**src/rtl/fetch_queue.sv**
```systemverilog
// Instruction prefetch buffer: owns the fetch PC, keeps up to DEPTH words in
// flight or buffered, and presents them in PC order to IF under valid/ready.
module fetch_queue #(
    parameter int unsigned DEPTH           = 4,
    parameter int unsigned MAX_OUTSTANDING = 4,
    parameter logic [31:0] RESET_PC        = 32'h0000_0000
) (
    input  logic        clk,
    input  logic        reset,
    input  logic        redirect_valid,
    input  logic [31:0] redirect_pc,
    output logic        imem_req_valid,
    input  logic        imem_req_ready,
    output logic [31:0] imem_req_addr,
    input  logic        imem_resp_valid,
    input  logic [31:0] imem_resp_data,
    output logic        instr_valid,
    input  logic        instr_ready,
    output logic [31:0] instr_pc,
    output logic [31:0] instr_data
);

    localparam int unsigned CW = $clog2(DEPTH + 1);
    localparam int unsigned PW = $clog2(DEPTH);
    localparam logic [CW:0]   DEPTH_W = (CW + 1)'(DEPTH);
    localparam logic [CW-1:0] MAXO_W  = CW'(MAX_OUTSTANDING);

    logic [31:0]   fetch_pc_q, fetch_pc_d;
    logic [31:0]   resp_pc_q, resp_pc_d;
    logic [CW-1:0] count_q, count_d;
    logic [CW-1:0] outst_q, outst_d;
    logic [CW-1:0] discard_q, discard_d;
    logic [PW-1:0] rd_ptr_q, rd_ptr_d;
    logic [PW-1:0] wr_ptr_q, wr_ptr_d;
    logic [31:0]   head_pc_q, head_pc_d;
    logic [31:0]   head_data_q, head_data_d;

    logic [31:0]   pc_mem   [DEPTH];
    logic [31:0]   data_mem [DEPTH];

    logic          req_fire;
    logic          resp_fire;
    logic          push;
    logic          pop;
    logic          head_load;
    logic [CW:0]   credit_used;
    logic [31:0]   redirect_base;
    logic          unused_pc_bits;

    assign unused_pc_bits = ^redirect_pc[1:0];
    assign redirect_base  = {redirect_pc[31:2], 2'b00};

    // Buffered plus in-flight words never exceed DEPTH, so a response push can
    // never overflow the FIFO.
    assign credit_used    = {1'b0, count_q} + {1'b0, outst_q};
    assign imem_req_valid = !reset && !redirect_valid &&
                            (credit_used < DEPTH_W) && (outst_q < MAXO_W);
    assign imem_req_addr  = fetch_pc_q;
    assign instr_valid    = !reset && !redirect_valid && (count_q != '0);
    assign instr_pc       = head_pc_q;
    assign instr_data     = head_data_q;

    assign req_fire  = imem_req_valid && imem_req_ready;
    assign resp_fire = imem_resp_valid && (outst_q != '0);

    always_comb begin
        fetch_pc_d = fetch_pc_q;
        resp_pc_d  = resp_pc_q;
        count_d    = count_q;
        outst_d    = outst_q;
        discard_d  = discard_q;
        rd_ptr_d   = rd_ptr_q;
        wr_ptr_d   = wr_ptr_q;
        push       = 1'b0;
        pop        = 1'b0;
        if (redirect_valid) begin
            // Everything still in flight after this cycle belongs to the old path.
            fetch_pc_d = redirect_base;
            resp_pc_d  = redirect_base;
            count_d    = '0;
            rd_ptr_d   = wr_ptr_q;
            outst_d    = outst_q - CW'(resp_fire);
            discard_d  = outst_q - CW'(resp_fire);
        end else begin
            if (req_fire) begin
                fetch_pc_d = fetch_pc_q + 32'd4;
            end
            outst_d = outst_q + CW'(req_fire) - CW'(resp_fire);
            if (resp_fire) begin
                if (discard_q != '0) begin
                    discard_d = discard_q - CW'(1);
                end else begin
                    push      = 1'b1;
                    resp_pc_d = resp_pc_q + 32'd4;
                    wr_ptr_d  = wr_ptr_q + PW'(1);
                end
            end
            pop = instr_valid && instr_ready;
            if (pop) begin
                rd_ptr_d = rd_ptr_q + PW'(1);
            end
            count_d = count_q + CW'(push) - CW'(pop);
        end
    end

    // Head registers mirror the entry at rd_ptr; forward the incoming word when
    // it becomes the head in the same cycle it is written.
    always_comb begin
        head_pc_d   = head_pc_q;
        head_data_d = head_data_q;
        head_load   = !redirect_valid && (push || pop) && (count_d != '0);
        if (head_load) begin
            if (push && (wr_ptr_q == rd_ptr_d)) begin
                head_pc_d   = resp_pc_q;
                head_data_d = imem_resp_data;
            end else begin
                head_pc_d   = pc_mem[rd_ptr_d];
                head_data_d = data_mem[rd_ptr_d];
            end
        end
    end

    always_ff @(posedge clk) begin
        if (push) begin
            pc_mem[wr_ptr_q]   <= resp_pc_q;
            data_mem[wr_ptr_q] <= imem_resp_data;
        end
    end

    always_ff @(posedge clk) begin
        if (reset) begin
            fetch_pc_q  <= RESET_PC;
            resp_pc_q   <= RESET_PC;
            count_q     <= '0;
            outst_q     <= '0;
            discard_q   <= '0;
            rd_ptr_q    <= '0;
            wr_ptr_q    <= '0;
            head_pc_q   <= '0;
            head_data_q <= '0;
        end else begin
            fetch_pc_q  <= fetch_pc_d;
            resp_pc_q   <= resp_pc_d;
            count_q     <= count_d;
            outst_q     <= outst_d;
            discard_q   <= discard_d;
            rd_ptr_q    <= rd_ptr_d;
            wr_ptr_q    <= wr_ptr_d;
            head_pc_q   <= head_pc_d;
            head_data_q <= head_data_d;
        end
    end

endmodule

```
**config.mk**
```make
export PLATFORM = sky130hd
export DESIGN_NAME = fetch_queue
export DESIGN_NICKNAME = d
export VERILOG_FILES = /design/src/rtl/fetch_queue.sv
export SDC_FILE = /design/constraint.sdc
export NUM_CORES = 1
export LEC_CHECK = 0
export BUFFER_PORTS_ARGS = -buffer_cell sky130_fd_sc_hd__buf_2
export CORE_ASPECT_RATIO = 1.1
export CORE_MARGIN = 10
export CORE_UTILIZATION = 54
export CTS_CLUSTER_SIZE = 28
export DETAILED_ROUTE_END_ITERATION = 6
export GPL_ROUTABILITY_DRIVEN = 0
export PLACE_DENSITY_LB_ADDON = 0.2
export SETUP_SLACK_MARGIN = 0.15
export SLEW_MARGIN = 20
export SYNTH_ARGS = -nofsm -noshare
export SYNTH_HDL_FRONTEND = slang
export SYNTH_SLANG_ARGS = --single-unit
```
**constraint.sdc**
```tcl
create_clock -name clk -period 3.23 [get_ports clk]
set_input_delay 0.1615 -clock clk [delete_from_list [all_inputs] [get_ports clk]]
set_output_delay 0.1615 -clock clk [all_outputs]
set_load 0.02 [all_outputs]
```
==> results of run 1 <==
Yosys cell counts (5+ instances only):
cell,count,area [µm²]
a22o_1,54,473
a21oi_1,86,430
o21ai_1,27,135
a21o_1,37,278
mux2i_1,179,1790
nor2_1,108,405
xor2_1,17,149
nand4_1,41,257
and2_1,11,68.8
a31oi_1,15,93.8
a31o_2,23,201
ha_1,16,200
a22oi_1,31,233
inv_1,25,93.8
edfxtp_1,248,7450
buf_2,41,205
nand2b_1,29,181
a211oi_1,14,105
o211ai_1,52,390
clkbuf_1,65,244
buf_6,6,67.6
o21ai_0,46,230
and4_1,6,52.6
xnor2_1,33,289
a21boi_1,5,37.5
nor3_1,29,145
buf_1,8,30.0
and3_1,14,87.6
buf_4,10,75.1
dfxtp_1,135,2700
o21a_1,5,37.5
a21boi_0,12,90.1
nand2_1,123,462
o21bai_1,6,45.0
nand3_1,36,180
critical path, stage by stage, from the launching register on:
cell	delay (ns)
dfxtp_2	0.32
or3_4	0.40
nand3_4	0.09
inv_2	0.05
ha_4	0.20
inv_2	0.06
ha_4	0.12
inv_2	0.04
fa_2	0.37
xor2_2	0.20
xnor2_2	0.19
a221oi_4	0.33
and3_4	0.35
clkbuf_16	0.20
a22o_1	0.14
a21o_1	0.08
where the power goes:
group	switching, mW	internal, mW
clock network	1.93	2.77
registers	0.205	5.46
logic	1.13	0.787
total	3.26	9.02
stage by stage:
| stage | instance area, µm² | setup slack (ns) |
|---|---|---|
| final | 22300 | 0.0367 |
| after global routing | 22300 | -0.0884 |
| after CTS | 22100 | 0.0114 |
| after detailed placement | 20100 | -0.0184 |
| after global placement | 20100 | 0.106 |
| after floorplan | 18700 | 0.146 |
timing repair:
item                                    CTS  global route
cloned                                    0             6
pin swaps                                 2            19
buffers inserted                          1             1
endpoints found under the hold margin   211             0
endpoints found under the setup margin   61            63
resized for setup                         6            44
hold buffers                             59             0
metal layers:
layer / part of all wire (%) / up-vias
met5: 0 / -
met2: 49 / 609
met4: 2.6 / 0
li1: - / 6628
met3: 7.5 / 91
met1: 41 / 7084
worst paths after layout:
path | cells past startpoint | to
max | 15 | instr_pc[27]
min reg2reg | 2 | instr_data[10]
min | 4 | resp_pc_q[23]
max reg2reg | 15 | instr_pc[27]
final cells by class:
| class | count | area, µm² | area share, % |
|---|---|---|---|
| well taps | 438 | 548 | 2.45 |
| clock buffers | 57 | 1210 | 5.41 |
| clock inverters | 17 | 146 | 0.656 |
| inverters | 27 | 103 | 0.460 |
| multi-input cells | 1122 | 7950 | 35.6 |
| flip-flops and latches | 383 | 10200 | 45.5 |
| repair buffers | 286 | 2210 | 9.90 |
flip-flops by register name (all words and copies together), names as in the netlist:
name / flops
data_mem: 128
pc_mem: 120
instr_data: 32
imem_req_addr: 30
instr_pc: 30
resp_pc_q: 30
count_q: 3
discard_q: 3
outst_q: 3
rd_ptr_q: 2
wr_ptr_q: 2
cell families (layout without fill, tap and decap cells):
family / Yosys count / after routing / share of synthesized area [%]
AO/OA/AOI/OAI: 432 / 432 / 15.9
XOR/XNOR: 52 / 52 / 2.56
adder cells (fa/ha/maj): 18 / 18 / 1.29
buffers and inverters: 157 / 387 / 3.89
flip-flops: 383 / 383 / 54.6
multiplexers: 186 / 186 / 10.1
other: 1 / 4 / 0.0202
AND/OR/NAND/NOR: 430 / 430 / 11.8
==> results.tsv, run 1 <==
metric	value	unit
Longest Clk Path Bufs	3	
min-delay src	redirect_pc[23]	
cells after synthesis	1659	
sequential fraction of the synthesis area	54.6	%
share of cells above drive strength 1	20.1	%
antenna viol nets, final	0	
Worst-path clk slew	0.06	ns
Port Buffer Count	161	
Worst Setup SP	count_q[2]	
Die Wd	197	µm
Vias/cell	6.19	
largest net degree at the start of global routing	111	
area grow syn2layout	20.0	%
Setup TNS	0	ns
gr ovfl total	0	
max-slew violations	0	
FP Rows	71	
Non-Filler Instances	2330	
GRT Overall Usage	23.2	%
Worst Tran Pin Value	0.880	ns
first-pass GRT wire length	80.0	mm
root buffer cell	clkbuf_16	
ys async rst share	0	%
Overall Power	12.3	mW
drt wl/cell	22.1	µm
Crit Reg-Reg Startpoint	count_q[2]	
Final Core Density	65.4	%
CTS tree	yes	
RSZ-0062 raised after global routing	yes	
Max Cap Viol	0	
Die Y	215	µm
Seq cells post-synth	383	
final hold vios	0	
drt drc	0	
HP Class	in -> reg	
Final setup violation count	0	
Power Density	550	nW/µm²
Post-synth EDFFs	248	
WP data arrival	3.68	ns
HPWL after detailed placement	30.1	mm
initial antenna violation count	0	
Pleak	8.95	nW
synthesized area	18600	µm²
Crit Path Class	reg -> reg	
final worst path period share	98.9	%
Skew-Pair Late Insertion Delay	0.55	ns
area of the die	42300	µm²
fillers	2580	
Main synth FF type	edfxtp_1	
Avg Synthesized Cell Area	11.2	µm²
Core Area	34100	µm²
most frequent cells in the layout	248 x edfxtp_1, 179 x mux2i_1, 161 x buf_2	
Pre-antenna DRT Iters	5	
data required time of the critical path	3.72	ns
# H-tree levels	2	
Yosys cell types	73	
fmax	313	MHz
met2 Use GR	39.1	%
CP Capture Type	flip-flop	
maximum fanout along the worst path	8	
slew margin rel.	41.3	%
post-route minimum period	3.19	ns
GR peak layer	met2	
final wirelength	51.6	mm
GR Util met1	29.1	%
met3 Track Usage GR	4.68	%
clk_skew	0.0143	ns
antenna diode count	0	
placed cells	2189	
Setup crit start kind	flip-flop	
setup slack, reg-to-reg	0.04	ns
hold_ws	0.0244	ns
vias in the first global route	14700	
most common cell after layout, fill and taps aside	edfxtp_1	
io pins	168	
outcome	completed	
clock tree sinks	383	
synth warn	0	
worst vdd ir	490	µV
initial DRC count	1153	
fin nets	1949	
initial core utilization	54.5	%
detailed-route via count	14400	
total CTS buffers	41	
No activity file was read; power rests on OpenSTA's default activity.
==> inputs of run 2 (changes only) <==
Settings changed: PLACE_DENSITY set to 0.76, PLACE_DENSITY_LB_ADDON 0.2 to unset.
==> run 2 against run 1 <==
  * The run now ends with setup timing left
  * Hold slack worse by 0.0066 ns
  * Register-to-register slack worse by 0.07 ns
  * Critical path depth stayed put
  * Fmax is 2.3% lower
  * Global-route usage is 0.61 points lower
  * Critical endpoint is now instr_pc[12]
  * Largest cell class unchanged
==> results.tsv, run 2 (synthesized netlist as in run 1, its figures left out) <==
metric	value	unit	change
outcome	finished, violations left		
failing checks	setup timing		
total CTS buffers	40		-2.4%
Vias/cell	6.25		+1.0%
first-pass GRT wire length	77.7	mm	-2.9%
slew margin rel.	42.0	%	+0.71 points
hold_ws	0.0178	ns	-0.00662 ns
HP Class	in -> reg		
Overall Power	12.2	mW	-0.77%
GRT Overall Usage	22.6	%	-0.61 points
io pins	168		unchanged
area grow syn2layout	20.4	%	
initial core utilization	54.5	%	unchanged
post-route minimum period	3.27	ns	+0.0743 ns
share of cells above drive strength 1	21.5	%	+1.3 points
fin nets	1957		+0.41%
most frequent cells in the layout	248 x edfxtp_1, 179 x mux2i_1, 162 x buf_2		
Die Y	215	µm	unchanged
min setup slack post-route	-0.0376	ns	-0.0743 ns
# H-tree levels	2		unchanged
initial DRC count	1173		+1.7%
Pleak	9.05	nW	+1.1%
CP Capture Type	flip-flop		
Port Buffer Count	161		unchanged
final hold vios	0		unchanged
Setup TNS	-0.586	ns	-0.586 ns
Max Cap Viol	0		unchanged
fmax	306	MHz	-2.3%
FP Rows	71		unchanged
Setup crit start kind	flip-flop		
drt wl/cell	22.0	µm	-0.70%
gr ovfl total	0		unchanged
most common cell after layout, fill and taps aside	edfxtp_1		
drt drc	0		unchanged
antenna viol nets, final	0		unchanged
fillers	2523		-2.2%
HPWL after detailed placement	30.5	mm	+1.1%
CTS tree	yes		
final wirelength	51.4	mm	-0.35%
initial antenna violation count	2		+2
Power Density	544	nW/µm²	-1.1%
Pre-antenna DRT Iters	6		+1
area of the die	42300	µm²	unchanged
RSZ-0062 raised after global routing	yes		
vias in the first global route	14500		-1.6%
worst vdd ir	399	µV	-19%
root buffer cell	clkbuf_16		
Worst Tran Pin Value	0.863	ns	-0.0174 ns
Worst-path clk slew	0.07	ns	about the same
final worst path period share	101	%	+2.3 points
Skew-Pair Late Insertion Delay	0.55	ns	about the same
clk_skew	0.0175	ns	+0.00316 ns
Crit Reg-Reg Startpoint	count_q[2]		
detailed-route via count	14600		+1.4%
max-slew violations	0		unchanged
min-delay src	redirect_pc[26]		
Crit Path Class	reg -> reg		
WP data arrival	3.70	ns	+0.02 ns
max FFs per register	128		unchanged
clock tree sinks	383		unchanged
placed cells	2191		+0.091%
Non-Filler Instances	2338		+0.34%
data required time of the critical path	3.67	ns	-0.05 ns
Final setup violation count	28		+28
Die Wd	197	µm	unchanged
Core Area	34100	µm²	unchanged
Worst Setup SP	count_q[2]		
largest net degree at the start of global routing	74		-33%
maximum fanout along the worst path	8		unchanged
Largest Register	data_mem		
Longest Clk Path Bufs	3		unchanged
Final Core Density	65.7	%	+0.22 points
## run 2: worst paths after layout
kind | to | slack [ns] | cells past startpoint
setup / recovery | instr_pc[12] | -0.04 | 15
hold / removal | imem_req_addr[26] | 0.02 | 4
setup reg to reg | instr_pc[12] | -0.04 | 15
hold reg to reg | instr_data[24] | 0.45 | 2
## run 2: power breakdown
part	switching [mW]	total [mW]	internal (mW)
clock	1.89	4.54	2.65
sequential	0.213	5.67	5.46
combinational	1.15	1.97	0.822
## run 2: routing by layer
layer  part of all wire (%)  vias up  track usage (%)
met2                     50      693             38.9
li1                       -     6655                -
met1                     39     7157             27.4
met5                  0.025        -                0
met4                    2.6        2             7.44
met3                    8.3      105             4.98
## run 2: through the flow
stage	setup slack, ns	instance area, µm²
3_5_place_dp	0.0365	20000
3_3_place_gp	0.0838	20000
4_1_cts	0.0109	22000
6_report	-0.0376	22400
5_1_grt	-0.151	22400
2_1_floorplan	0.146	18700
## run 2: cell type report
cell class / instances / area (µm²) / share of cell area (%)
flip-flops and latches: 383 / 10200 / 45.4
repair buffers: 295 / 2250 / 10.0
clock inverters: 17 / 179 / 0.799
clock buffers: 55 / 1110 / 4.94
multi-input cells: 1122 / 8050 / 35.9
inverters: 27 / 105 / 0.469
well taps: 438 / 548 / 2.45
diodes: 1 / 2.50 / 0.0112
## run 2: what timing repair did
action	4_1_cts	5_1_grt
hold buffers	60	0
cloned	0	6
pin swaps	0	60
endpoints found under the hold margin	210	0
resized for setup	3	71
endpoints found under the setup margin	53	63
buffers inserted	1	7
## run 2: worst max-delay path: stages (launching register included)
cell and delay [ns]:
dfxtp_4 0.36, or3_4 0.40, nand3_4 0.10, inv_2 0.05, ha_4 0.22, inv_4 0.05
ha_4 0.11, inv_2 0.03, fa_2 0.37, xor2_2 0.20, xnor2_2 0.18, a221oi_4 0.33
nor2_4 0.16, clkbuf_16 0.24, a22o_1 0.21, a21o_1 0.15
